**config.mk**
```make
export PLATFORM = sky130hd
export DESIGN_NAME = mem_arbiter
export DESIGN_NICKNAME = d
export VERILOG_FILES = /design/src/rtl/mem_arbiter.sv
export SDC_FILE = /design/constraint.sdc
export NUM_CORES = 1
export LEC_CHECK = 0
export BUFFER_PORTS_ARGS = -buffer_cell sky130_fd_sc_hd__buf_2
export CORE_AREA = 2 2 102 104
export DETAILED_ROUTE_END_ITERATION = 8
export DIE_AREA = 0 0 104 106
export HOLD_SLACK_MARGIN = 0.15
export PLACE_DENSITY = 0.46
export SYNTH_ARGS = -nofsm -noshare
export SYNTH_HDL_FRONTEND = slang
export SYNTH_SLANG_ARGS = --single-unit
```
**constraint.sdc**
```tcl
create_clock -name clk -period 1.7 [get_ports clk]
set_clock_uncertainty 0.15 [all_clocks]
set_input_delay 0.17 -clock clk [delete_from_list [all_inputs] [get_ports clk]]
set_output_delay 0.17 -clock clk [all_outputs]
set_load 0.03 [all_outputs]
```
**src/rtl/mem_arbiter.sv**
```systemverilog
// Two-master arbiter for the shared data memory port.
// Round-robin between core LSU (m0) and loader/debug (m1), with bounded m1 lock.
module mem_arbiter #(
    parameter int ADDR_W   = 16,
    parameter int DATA_W   = 32,
    parameter int MAX_LOCK = 16
) (
    input  logic              clk,
    input  logic              rst,
    input  logic              m0_req,
    input  logic              m1_req,
    input  logic              m0_we,
    input  logic              m1_we,
    input  logic [ADDR_W-1:0] m0_addr,
    input  logic [ADDR_W-1:0] m1_addr,
    input  logic [DATA_W-1:0] m0_wdata,
    input  logic [DATA_W-1:0] m1_wdata,
    input  logic [3:0]        m0_bmask,
    input  logic [3:0]        m1_bmask,
    input  logic              m1_lock,
    output logic              m0_gnt,
    output logic              m1_gnt,
    output logic              m0_rvalid,
    output logic              m1_rvalid,
    output logic [DATA_W-1:0] m0_rdata,
    output logic [DATA_W-1:0] m1_rdata,
    output logic              mem_req,
    output logic              mem_we,
    output logic [ADDR_W-1:0] mem_addr,
    output logic [DATA_W-1:0] mem_wdata,
    output logic [3:0]        mem_bmask,
    input  logic [DATA_W-1:0] mem_rdata
);

    localparam int LW = $clog2(MAX_LOCK + 1);

    typedef enum logic [1:0] {
        IDLE,
        OWN0,
        OWN1
    } state_t;

    state_t        state, state_d;
    logic          rr_fav1, rr_fav1_d;
    logic [LW-1:0] lock_cnt, lock_cnt_d;
    logic          rd_vld, rd_vld_d;
    logic          rd_own, rd_own_d;
    logic          g0, g1;
    logic          lock_win, pick1;

    always_ff @(posedge clk or posedge rst) begin
        if (rst) begin
            state    <= IDLE;
            rr_fav1  <= 1'b0;
            lock_cnt <= '0;
            rd_vld   <= 1'b0;
            rd_own   <= 1'b0;
        end else begin
            state    <= state_d;
            rr_fav1  <= rr_fav1_d;
            lock_cnt <= lock_cnt_d;
            rd_vld   <= rd_vld_d;
            rd_own   <= rd_own_d;
        end
    end

    // m1 keeps ownership only while the lock run is below its bound
    assign lock_win = (state == OWN1) && m1_lock && m1_req
                      && (lock_cnt < LW'(MAX_LOCK));
    assign pick1    = lock_win | rr_fav1;

    always_comb begin
        g0 = 1'b0;
        g1 = 1'b0;
        unique case (1'b1)
            (m0_req & ~m1_req):        g0 = 1'b1;
            (m1_req & ~m0_req):        g1 = 1'b1;
            (m0_req & m1_req & pick1): g1 = 1'b1;
            (m0_req & m1_req & ~pick1): g0 = 1'b1;
            default: ;
        endcase
    end

    assign m0_gnt = g0 & ~rst;
    assign m1_gnt = g1 & ~rst;

    always_comb begin
        state_d    = IDLE;
        rr_fav1_d  = rr_fav1;
        lock_cnt_d = '0;
        rd_vld_d   = 1'b0;
        rd_own_d   = 1'b0;
        if (m0_gnt) begin
            state_d   = OWN0;
            rr_fav1_d = 1'b1;
            rd_vld_d  = ~m0_we;
        end else if (m1_gnt) begin
            state_d   = OWN1;
            rr_fav1_d = 1'b0;
            rd_vld_d  = ~m1_we;
            rd_own_d  = 1'b1;
            if (m1_lock) begin
                lock_cnt_d = (lock_cnt == LW'(MAX_LOCK)) ? lock_cnt
                                                         : lock_cnt + 1'b1;
            end
        end
    end

    always_comb begin
        mem_req   = 1'b0;
        mem_we    = 1'b0;
        mem_addr  = '0;
        mem_wdata = '0;
        mem_bmask = '0;
        if (m0_gnt) begin
            mem_req   = 1'b1;
            mem_we    = m0_we;
            mem_addr  = m0_addr;
            mem_wdata = m0_wdata;
            mem_bmask = m0_bmask;
        end else if (m1_gnt) begin
            mem_req   = 1'b1;
            mem_we    = m1_we;
            mem_addr  = m1_addr;
            mem_wdata = m1_wdata;
            mem_bmask = m1_bmask;
        end
    end

    assign m0_rvalid = rd_vld & ~rd_own & ~rst;
    assign m1_rvalid = rd_vld & rd_own & ~rst;
    assign m0_rdata  = m0_rvalid ? mem_rdata : '0;
    assign m1_rdata  = m1_rvalid ? mem_rdata : '0;

endmodule
```
== Word level (Yosys, flattened, before mapping) ==
Index checks and enable logic that the tools add are counted.

* Flip-flop bits (word level): 10
* Word-level logic and storage cells: 60

* Add/subtract/negate cells: 1
* Order comparisons: 1
* Eq/ne operators: 3
* Muxes and demuxes: 25
* Bitwise operators: 19
* Reductions and logical operators: 6

{| class="wikitable"
|+ Operators by type and width
! cell !! count
|-
| two-way mux 32 bit || 4
|-
| two-way mux 16 bit || 2
|-
| two-way mux 5 bit || 4
|-
| AND 1 bit || 11
|-
| two-way mux 1 bit || 11
|-
| two-way mux 4 bit || 2
|-
| NOT 1 bit || 7
|-
| adder 5 x 1 -> 5 bit, second input constant || 1
|-
| == test 5 bit, second input constant || 1
|-
| less-than comparator 5 bit, second input constant || 1
|-
| two-way mux 2 bit || 2
|-
| inequality test 4 bit, second input constant || 1
|-
| OR reduction 2 bit || 2
|-
| logical AND 1 bit || 3
|-
| == test 2 bit, second input constant || 1
|-
| nonzero test 2 bit || 1
|-
| bitwise OR 1 bit || 1
|}

== Logic depth before layout (Yosys ltp) ==
Gate-level depths: netlist of the first run.

* Word-level depth: 11
* Gate-level depth with buffers: 5

== Worst setup path before layout of the first run ==
OpenSTA, ideal clock, no wires.

* Kind: reg-to-output
* Start point: reg rd_own
* End point: out m0_rdata[22]
* Arrival: 1.552 ns
* Slack: -0.172 ns
* Stages on the path, launching flop included: 4
* Cell sequence: dfrtp_1 -> nor3b_1 -> clkbuf_1 -> and2_1

* Cells in the longest elaborated chain, start to end: 4

{| class="wikitable"
|+ RTL lines
! item !! RTL line !! RTL
|-
| from (decl) || 47 || <nowiki>logic rd_own, rd_own_d;</nowiki>
|-
| from (signal assigned) || 63 || <nowiki>rd_own <= rd_own_d;</nowiki>
|-
| NOT 1 bit || 130 || <nowiki>assign m0_rvalid = rd_vld & ~rd_own & ~rst;</nowiki>
|-
| AND 1 bit (2 in series) || 130 ||
|-
| net m0_rvalid || 23 || <nowiki>output logic m0_rvalid,</nowiki>
|-
| two-way mux 32 bit || 132 || <nowiki>assign m0_rdata = m0_rvalid ? mem_rdata : '0;</nowiki>
|-
| to (decl) || 25 || <nowiki>output logic [DATA_W-1:0] m0_rdata,</nowiki>
|}

The timed path passes the listed nets, and every way through them passes these cells.

== Worst setup path after layout of the first run ==
* Start point: reg rd_own
* End point: out m0_rdata[15]

* Cells in the longest elaborated chain, start to end: 4

{| class="wikitable"
|+ RTL lines
! item !! RTL line
|-
| NOT 1 bit || 130
|-
| AND 1 bit (2 in series) || 130
|-
| two-way mux 32 bit || 132
|}

No other way between the ends.

==> run summary, run 1 <==
Ports = 265
Most frequent cells in the layout = buf_2, buf_6, a22o_2, and2_1, buf_4
Crit share post-route = 119%
RSZ-0062 raised after global routing = true
Share of cells above drive strength 1 = 81.8%
Fin cells = 591
Failing checks = negative setup slack
PD cells = 383 mW/mm²
Clk Latency, worst-skew pair = 0.22 ns
Worst path most repeated cell = buf_6
NumNets Final = 601
Clock root buffer = clkbuf_8
Number of max-cap violations = 0
Slew Viols, Final = 0
Syn Inst Count = 179
Final Power = 1.60 mW
Crit Path Category = reg -> out
H-tree lvl count = 1
CP delay by family, top = buffers and inverters
Data arrival time of the worst path = 1.70 ns
Peak supply drop = 0.000172 V
Starting Density = 14.5%
Worst Path Required = 1.38 ns
Sequential share of the synthesized area = 15.6%
Post-synthesis cell type count = 22
Outcome = complete, but fails checks
Die width = 104 µm
Net Sw Frac = 39.9%
Sequential power share = 14.5%
Core area = 0.0100 mm²
CP Launch Type = flip-flop
Vias in the first global route = 2702
WP buf/inv = 4
Die Ht = 106 µm
Mapped cell area = 0.00145 mm²
Total track usage = 14.4%
P_sw = 638 µW
Post-route DRC violation count = 0
CTS tree = yes
Die area = 0.0110 mm²
Final setup fails = 121
Grt ovf = 0
Dpl ws = -0.119 ns
Comb power frac = 70.9%
Post-route ant nets = 0
Via density = 4.26
Largest net degree at the start of global routing = 34
Routed wire length = 8820 µm
Critical Path Fanout Max = 8
Worst path max stage delay = 0.41 ns
Num CTS Buffers = 3
Crit end category = primary output
Synthesis-to-layout area growth = 188%
Slew at the pin with the worst max-slew slack = 0.234 ns
Final instance area = 0.00418 mm²
Vias after detailed routing = 2519
Min Clock Period, post-route = 2.02 ns
Slowest cell on the critical path = dfrtp_1
Most common cell after layout, fill and taps aside = buf_2
Synth Register Bits = 9
Ant diodes = 0
Final hold vios = 0
Utilization after layout = 41.8%
CTS clk-pin slew, worst paths = 0.04 ns
Fmax = 0.495 GHz
Synth Flop Type = dfrtp_1
Internal power = 963 µW
CTS sink count = 9
Inst Count DP = 575
Rel. slew slack = 84.4%
Port bufs = 264
Clock group share of total power = 14.6%
TNS Setup = -29.38 ns
Num rows = 37
Yosys warns = 0
Setup ws final = -0.320 ns
Initial drt markers = 64
Mapped Avg Cell Area = 8.09 µm²
P_leak = 2.24 nW
Gp weighted congestion = 0.740
First-pass GRT wire length = 13200 µm
Synth async-reset ratio = 100%
CTS max path bufs = 2
Wire length per cell = 14.9 µm
Fin Hold WS = 0.173 ns
Dpl hpwl = 6390 µm
Initial DRT Pass Iterations = 4
Worst min path class = in -> reg
Crit path cell chain = buf_4 -> nor3b_4 -> buf_6 -> bufbuf_16 -> and2_1 -> buf_6
Initial antenna violation count = 0
Syn nets = 324
EDFF count, synth = 0
Placed inst area = 0.00314 mm²
==> final timing paths <==
kind	start	end	slack, ns	cells after the start
setup / recovery	rd_own$_DFF_PP0_	m0_rdata[15]	-0.32	6
max in group asynchronous	rst	lock_cnt[4]$_DFFE_PP0P_	0.81	4
setup reg to reg	lock_cnt[1]$_DFFE_PP0P_	lock_cnt[1]$_DFFE_PP0P_	0.12	5
hold reg to reg	rr_fav1$_DFFE_PP0P_	rr_fav1$_DFFE_PP0P_	0.35	1
hold / removal	m1_lock	rd_own$_DFF_PP0_	0.17	3
min in group asynchronous	rst	rd_own$_DFF_PP0_	0.48	4
==> power by group through the flow <==
| stage | Sequential [mW] | Combinational [mW] | Clock, mW |
|---|---|---|---|
| 2_1_floorplan | 0.234 | 0.523 | 0 |
| 3_3_place_gp | 0.235 | 0.869 | 0 |
| 3_5_place_dp | 0.235 | 0.878 | 0 |
| 4_1_cts | 0.232 | 1.11 | 0.242 |
| 5_1_grt | 0.234 | 1.19 | 0.257 |
| 6_report | 0.232 | 1.14 | 0.234 |
==> registers in the layout (all words and copies together), names as in the netlist <==
name	count
lock_cnt	5
rd_own	1
rd_vld	1
rr_fav1	1
state	1
==> Yosys cell counts (all sizes together) (2+ instances only) <==
master  instances  share of area, %
nand3           2              0.69
dfrtp           9                16
ha              2               1.7
and3            6               2.6
xnor2           4               2.4
inv             7               1.8
a31oi           2               1.3
clkbuf          6               1.6
a22o           54                33
buf            12               6.3
and2           64                28
nor2            3              0.78
==> worst min-delay path, delay by kind of cell <==
kind                   cells  cell delay, ns
AO/OA/AOI/OAI              1            0.10
buffers and inverters      1            0.13
AND/OR/NAND/NOR            1            0.11
==> metal layers <==
metal | global-route usage, % | vias to the layer above | part of all wire (%)
li1 | - | 1202 | -
met1 | 13.9 | 1141 | 34
met2 | 30.8 | 170 | 56
met4 | 2.70 | 0 | 0.97
met5 | 0 | - | 0
met3 | 3.31 | 6 | 8.7
==> layout make-up <==
type / count / area (µm²)
tap: 136 / 170
fill: 979 / 5820
multi-input combinational: 145 / 1310
sequential: 9 / 225
timing repair buffer: 290 / 2400
inverter: 7 / 26.3
clock buffer: 4 / 45.0
==> repair_timing <==
item                                    4_1_cts  5_1_grt
buffers inserted                              2        2
pin swaps                                     0        2
gates resized for setup                     220       44
hold buffers                                  4        0
endpoints found under the hold margin        11        0
endpoints found under the setup margin      120      121
gates cloned                                  4        0
==> logic make-up after synthesis <==
logic type | count (synthesis) | share of synthesized area [%]
muxes | 1 | 0.778
buffers and inverters | 25 | 9.68
AOI/OAI and AO/OA | 58 | 35.3
xor gates and xnor gates | 4 | 2.42
and+or+nand+nor | 80 | 34.6
DFF | 9 | 15.6
adders and majority gates | 2 | 1.73
Note: power is estimated with default switching activity, not from simulation.
==> run 2: changes to the inputs <==
--- a/config.mk
+++ b/config.mk
@@ -9,8 +9,10 @@
 export CORE_AREA = 2 2 102 104
 export DETAILED_ROUTE_END_ITERATION = 8
 export DIE_AREA = 0 0 104 106
+export GPL_ROUTABILITY_DRIVEN = 0
 export HOLD_SLACK_MARGIN = 0.15
 export PLACE_DENSITY = 0.46
+export REMOVE_ABC_BUFFERS = 1
 export SYNTH_ARGS = -nofsm -noshare
 export SYNTH_HDL_FRONTEND = slang
 export SYNTH_SLANG_ARGS = --single-unit
==> run summary, run 2 (same netlist as run 1, synthesis figures left out) <==
TNS Setup = -25.38 ns (+4.00 ns)
Hold Startpoint = m1_lock
Share of cells above drive strength 1 = 79.8% (-2.0 points)
CTS clk-pin slew, worst paths = 0.05 ns (about the same)
Data arrival time of the worst path = 1.71 ns (about the same)
Worst Path Required = 1.38 ns (about the same)
Vias after detailed routing = 2622 (+4.1%)
Fmax = 0.491 GHz (-0.71%)
Rel. slew slack = 87.0% (+2.6 points)
Worst path max stage delay = 0.35 ns (-0.06 ns)
Wire length per cell = 17.5 µm (+17%)
First-pass GRT wire length = 14500 µm (+9.6%)
Critical path startpoint = state[0]$_DFF_PP0_
Utilization after layout = 43.4% (+1.6 points)
Initial antenna violation count = 4 (+4)
Setup ws final = -0.335 ns (-0.0144 ns)
Internal power = 952 µW (-1.1%)
Clock root buffer = clkbuf_8
Post-route DRC violation count = 0 (unchanged)
Crit path cell chain = nand4bb_4 -> o2111a_2 -> buf_12 -> a22o_1 -> buf_6
CP delay by family, top = compound AO/OA/AOI/OAI gates
Max reg flops = 5 (unchanged)
Via density = 4.38 (+2.7%)
Slowest cell on the critical path = dfrtp_1
Most common cell after layout, fill and taps aside = buf_2
Crit Path Category = reg -> out
R2R Path Start = state[0]$_DFF_PP0_
Sequential power share = 14.2% (-0.3 points)
Top reg by flops = lock_cnt
Slew Viols, Final = 0 (unchanged)
Port bufs = 264 (unchanged)
Critical Path Fanout Max = 37 (+29)
Die Ht = 106 µm (unchanged)
Fin cells = 599 (+1.4%)
P_leak = 2.29 nW (+2.1%)
Post-route ant nets = 0 (unchanged)
Clk Latency, worst-skew pair = 0.24 ns (+0.02 ns)
Core area = 0.0100 mm² (unchanged)
Placed inst area = 0.00301 mm² (-4.3%)
Final setup fails = 120 (-0.83%)
Synthesis-to-layout area growth = 200%
CTS tree = yes
H-tree lvl count = 1 (unchanged)
Worst min path class = in -> reg
Peak supply drop = 0.000203 V (+18%)
Slew at the pin with the worst max-slew slack = 0.195 ns (-0.0398 ns)
Die width = 104 µm (unchanged)
Clock group share of total power = 16.0% (+1.4 points)
RSZ-0062 raised after global routing = true
P_sw = 675 µW (+5.9%)
Die area = 0.0110 mm² (unchanged)
Final hold vios = 0 (unchanged)
Crit share post-route = 120% (+0.85 points)
Initial drt markers = 77 (+20%)
Crit end category = primary output
Final instance area = 0.00434 mm² (+3.9%)
Vias in the first global route = 2673 (-1.1%)
Starting Density = 14.5% (unchanged)
WP buf/inv = 2 (-2)
Num rows = 37 (unchanged)
CP Launch Type = flip-flop
Dpl hpwl = 6870 µm (+7.6%)
Initial DRT Pass Iterations = 4 (unchanged)
CTS max path bufs = 2 (unchanged)
Ports = 265 (unchanged)
Num CTS Buffers = 3 (unchanged)
Comb power frac = 69.8% (-1.1 points)
CTS sink count = 9 (unchanged)
Net Sw Frac = 41.5% (+1.7 points)
Min Clock Period, post-route = 2.03 ns (+0.0144 ns)
Routed wire length = 10500 µm (+18%)
Largest net degree at the start of global routing = 38 (+12%)
Dpl ws = -0.200 ns (-0.0811 ns)
PD cells = 375 mW/mm² (-2.1%)
Inst Count DP = 573 (-0.35%)
Most frequent cells in the layout = buf_2, buf_6, and2_4, a22o_1, buf_12
Total track usage = 16.5% (+2.0 points)
Final Power = 1.63 mW (+1.6%)
Failing checks = negative setup slack
Number of max-cap violations = 0 (unchanged)
Fin Hold WS = 0.161 ns (-0.0116 ns)
Outcome = complete, but fails checks
Grt ovf = 0 (unchanged)
NumNets Final = 606 (+0.83%)
==> run 2: changes by cell type in the layout (fill, tap and decap cells not counted), sizes merged <==
cell,previous run,this run
bufbuf,3,0
clkbuf,4,8
diode,0,3
buf,283,287
==> run 2: timing repair <==
item,CTS,global route
gates cloned,6,3
hold buffers,4,0
endpoints found under the setup margin,125,122
gates resized for setup,217,105
hold endpoints to repair,11,0
pin swaps,15,32
buffers inserted,7,3
==> run 2: area by class of cell <==
| class | count | area [µm²] |
|---|---|---|
| Sequential cell | 9 | 225 |
| Multi-Input combinational cell | 145 | 1290 |
| Antenna cell | 3 | 7.51 |
| Clock buffer | 4 | 45.0 |
| Tap cell | 136 | 170 |
| Fill cell | 964 | 5660 |
| Timing Repair Buffer | 295 | 2570 |
| Inverter | 7 | 26.3 |
==> run 2: metal layers <==
metal	vias to the layer above	wire [µm]	part of all wire, %	global-route usage [%]
li1	1212	-	-	-
met1	1208	3410	33	14.9
met2	178	5860	56	34.9
met3	22	830	7.9	4.17
met4	2	340	3.3	5.21
met5	-	13	0.12	0
==> run 2: worst register-to-register path: stages, from the launching register on <==
cell and delay [ns]:
dfrtp_1 0.35, nand4bb_4 0.25, a31oi_4 0.21, buf_6 0.15, buf_16 0.15, buf_4 0.14, and3_1 0.15
==> run 2: path summary, 6_finish.rpt <==
| check | end | slack (ns) | depth (start not counted) |
|---|---|---|---|
| setup reg to reg | lock_cnt[0]$_DFFE_PP0P_ | 0.07 | 6 |
| min in group asynchronous | rd_vld$_DFF_PP0_ | 0.31 | 3 |
| hold reg to reg | rr_fav1$_DFFE_PP0P_ | 0.37 | 1 |
| hold / removal | rd_own$_DFF_PP0_ | 0.16 | 3 |
| setup / recovery | mem_wdata[14] | -0.33 | 5 |
| max in group asynchronous | lock_cnt[1]$_DFFE_PP0P_ | 0.75 | 4 |
==> run 2: power groups by stage <==
stage	clock network [mW]	registers, mW	logic [mW]
after floorplan	0	0.233	0.461
after global placement	0	0.233	0.832
after detailed placement	0	0.234	0.837
after CTS	0.268	0.231	1.07
after global routing	0.284	0.233	1.19
final	0.260	0.231	1.14
==> run 3: changes to the inputs <==
==> constraint.sdc (replaced) <==
create_clock -name clk -period 2.3 [get_ports clk]
set_clock_uncertainty 0.15 [all_clocks]
set_input_delay 0.23 -clock clk [delete_from_list [all_inputs] [get_ports clk]]
set_output_delay 0.23 -clock clk [all_outputs]
set_load 0.03 [all_outputs]
==> run summary, run 3 (same netlist as run 1, synthesis figures left out) <==
Hold Startpoint = m0_we
R2r setup slk = 0.62 ns (+0.55 ns)
CTS max path bufs = 2 (unchanged)
Initial antenna violation count = 2 (-2)
Slew Viols, Final = 0 (unchanged)
Met2 wire length = 4470 µm (-24%)
Most frequent cells in the layout = buf_2, and2_1, a22o_1, dfrtp_1, inv_1
Hold Path Sink = rd_vld$_DFF_PP0_
P_leak = 1.92 nW (-16%)
Die area = 0.0110 mm² (unchanged)
Final setup fails = 0 (-100%)
Vias in the first global route = 2258 (-16%)
Post-route DRC violation count = 0 (unchanged)
Fmax = 0.460 GHz
WP buf/inv = 2 (unchanged)
Via density = 4.15 (-5.2%)
Crit end category = primary output
Fin Hold WS = 0.151 ns (-0.0104 ns)
Data arrival time of the worst path = 1.80 ns (+0.09 ns)
Core area = 0.0100 mm² (unchanged)
Grt ovf = 0 (unchanged)
Num CTS Buffers = 3 (unchanged)
Post-route ant nets = 0 (unchanged)
Min Clock Period, post-route = 2.18 ns
Port bufs = 264 (unchanged)
Hold path cells = 3 (unchanged)
Number of max-cap violations = 0 (unchanged)
Ports = 265 (unchanged)
Crit Path Category = reg -> out
Clk Latency, worst-skew pair = 0.23 ns (about the same)
Routed length on met1 = 2710 µm (-21%)
Largest net degree at the start of global routing = 61 (+61%)
PD cells = 321 mW/mm² (-15%)
Total track usage = 13.3% (-3.2 points)
Crit path cell chain = nand4bb_2 -> o2111a_2 -> buf_6 -> a22o_1 -> buf_2
Most common cell after layout, fill and taps aside = buf_2
Initial DRT Pass Iterations = 4 (unchanged)
H-tree lvl count = 1 (unchanged)
Die width = 104 µm (unchanged)
Worst path max stage delay = 0.39 ns (+0.04 ns)
Peak supply drop = 0.000132 V (-35%)
Share of cells above drive strength 1 = 63.9% (-16 points)
Dpl hpwl = 6790 µm (-1.3%)
CP Launch Type = flip-flop
Ant diodes = 0 (-3)
Crit share post-route = 94.6%
Worst min path class = in -> reg
DR top layer = met5
RSZ-0062 raised after global routing = false
Routed wire length = 8140 µm (-22%)
TNS Setup = 0 ns (+25.38 ns)
Routed wl met3 = 813 µm (-2.0%)
Num rows = 37 (unchanged)
Max reg flops = 5 (unchanged)
Clock root buffer = clkbuf_8
Slowest cell on the critical path = dfrtp_1
Vias after detailed routing = 2381 (-9.2%)
Initial drt markers = 160 (+110%)
Die Ht = 106 µm (unchanged)
Starting Density = 14.5% (unchanged)
# Post-CTS Setup Buffers = 0 (-7)
First-pass GRT wire length = 11600 µm (-20%)
R2R depth = 5 (-1)
CTS sink count = 9 (unchanged)
Final Power = 961 µW (-41%)
CTS tree = yes
CTS clk-pin slew, worst paths = 0.05 ns (about the same)
Reg2reg end = lock_cnt[1]$_DFFE_PP0P_
CP delay by family, top = compound AO/OA/AOI/OAI gates
Slew at the pin with the worst max-slew slack = 0.269 ns (+0.0749 ns)
Synthesis-to-layout area growth = 107%
Rel. slew slack = 82.0% (-5.0 points)
Outcome = finished clean
NumNets Final = 584 (-3.6%)
Wire length per cell = 14.2 µm (-19%)
Critical Path Fanout Max = 37 (unchanged)
Worst Path Required = 1.92 ns (+0.54 ns)
R2R Path Start = lock_cnt[0]$_DFFE_PP0P_
Final hold vios = 0 (unchanged)
Top reg by flops = lock_cnt
[run 3: cell count changes in the layout (fill, tap and decap cells not counted), moves of 4 or more]
| cell | delta |
|---|---|
| buf_2 | +119 |
| buf_12 | -10 |
| and2_4 | -64 |
| and2_1 | +64 |
| buf_6 | -118 |
| buf_8 | -4 |
[run 3: timing repair]
action / 4_1_cts / 5_1_grt
gates resized for setup: 0 / 2
hold buffers: 2 / 0
setup endpoints to repair: 0 / 53
endpoints found under the hold margin: 10 / 0
[run 3: worst min-delay path, cell delays in order]
cell and delay (ns):
buf_2 0.10, inv_1 0.04, a22o_1 0.12
[run 3: layout make-up]
| type | count | area, µm² |
|---|---|---|
| clock buffer | 4 | 45.0 |
| fill | 1094 | 7000 |
| inverter | 7 | 26.3 |
| multi-input combinational | 145 | 1100 |
| sequential | 9 | 225 |
| tap | 136 | 170 |
| timing repair buffer | 273 | 1430 |
[run 3: how the worst max path moves through the flow]
stage	endpoint	cells past startpoint	from	slack, ns
5_1_grt	mem_wdata[22]	5	lock_cnt[4]$_DFFE_PP0P_	0.04
3_5_place_dp	mem_wdata[13]	5	lock_cnt[4]$_DFFE_PP0P_	0.29
6_report	mem_addr[11]	5	lock_cnt[4]$_DFFE_PP0P_	0.12
2_1_floorplan	mem_addr[0]	3	lock_cnt[4]$_DFFE_PP0P_	-0.86
4_1_cts	mem_addr[11]	5	lock_cnt[4]$_DFFE_PP0P_	0.03
3_3_place_gp	mem_wdata[21]	5	lock_cnt[4]$_DFFE_PP0P_	0.32
[run 3: layer usage]
| metal | up-vias | GRT usage, % |
|---|---|---|
| met5 | - | 0 |
| li1 | 1161 | - |
| met2 | 148 | 27.6 |
| met3 | 12 | 3.56 |
| met1 | 1058 | 12.3 |
| met4 | 2 | 4.15 |
[run 3: metrics by stage]
stage	std cells	setup WS, ns	util [%]	cell area (µm²)
5_1_grt	574	0.0397	30.0	3000
3_5_place_dp	567	0.288	29.0	2900
4_1_cts	573	0.0289	29.6	2960
2_1_floorplan	161	-0.857	-	1330
3_3_place_gp	567	0.319	29.0	2900
6_report	574	0.124	30.0	3000
[run 3: power breakdown]
part / internal [mW] / switching (mW)
clock: 0.121 / 0.0638
combinational: 0.240 / 0.365
sequential: 0.166 / 0.00558
total: 0.527 / 0.434
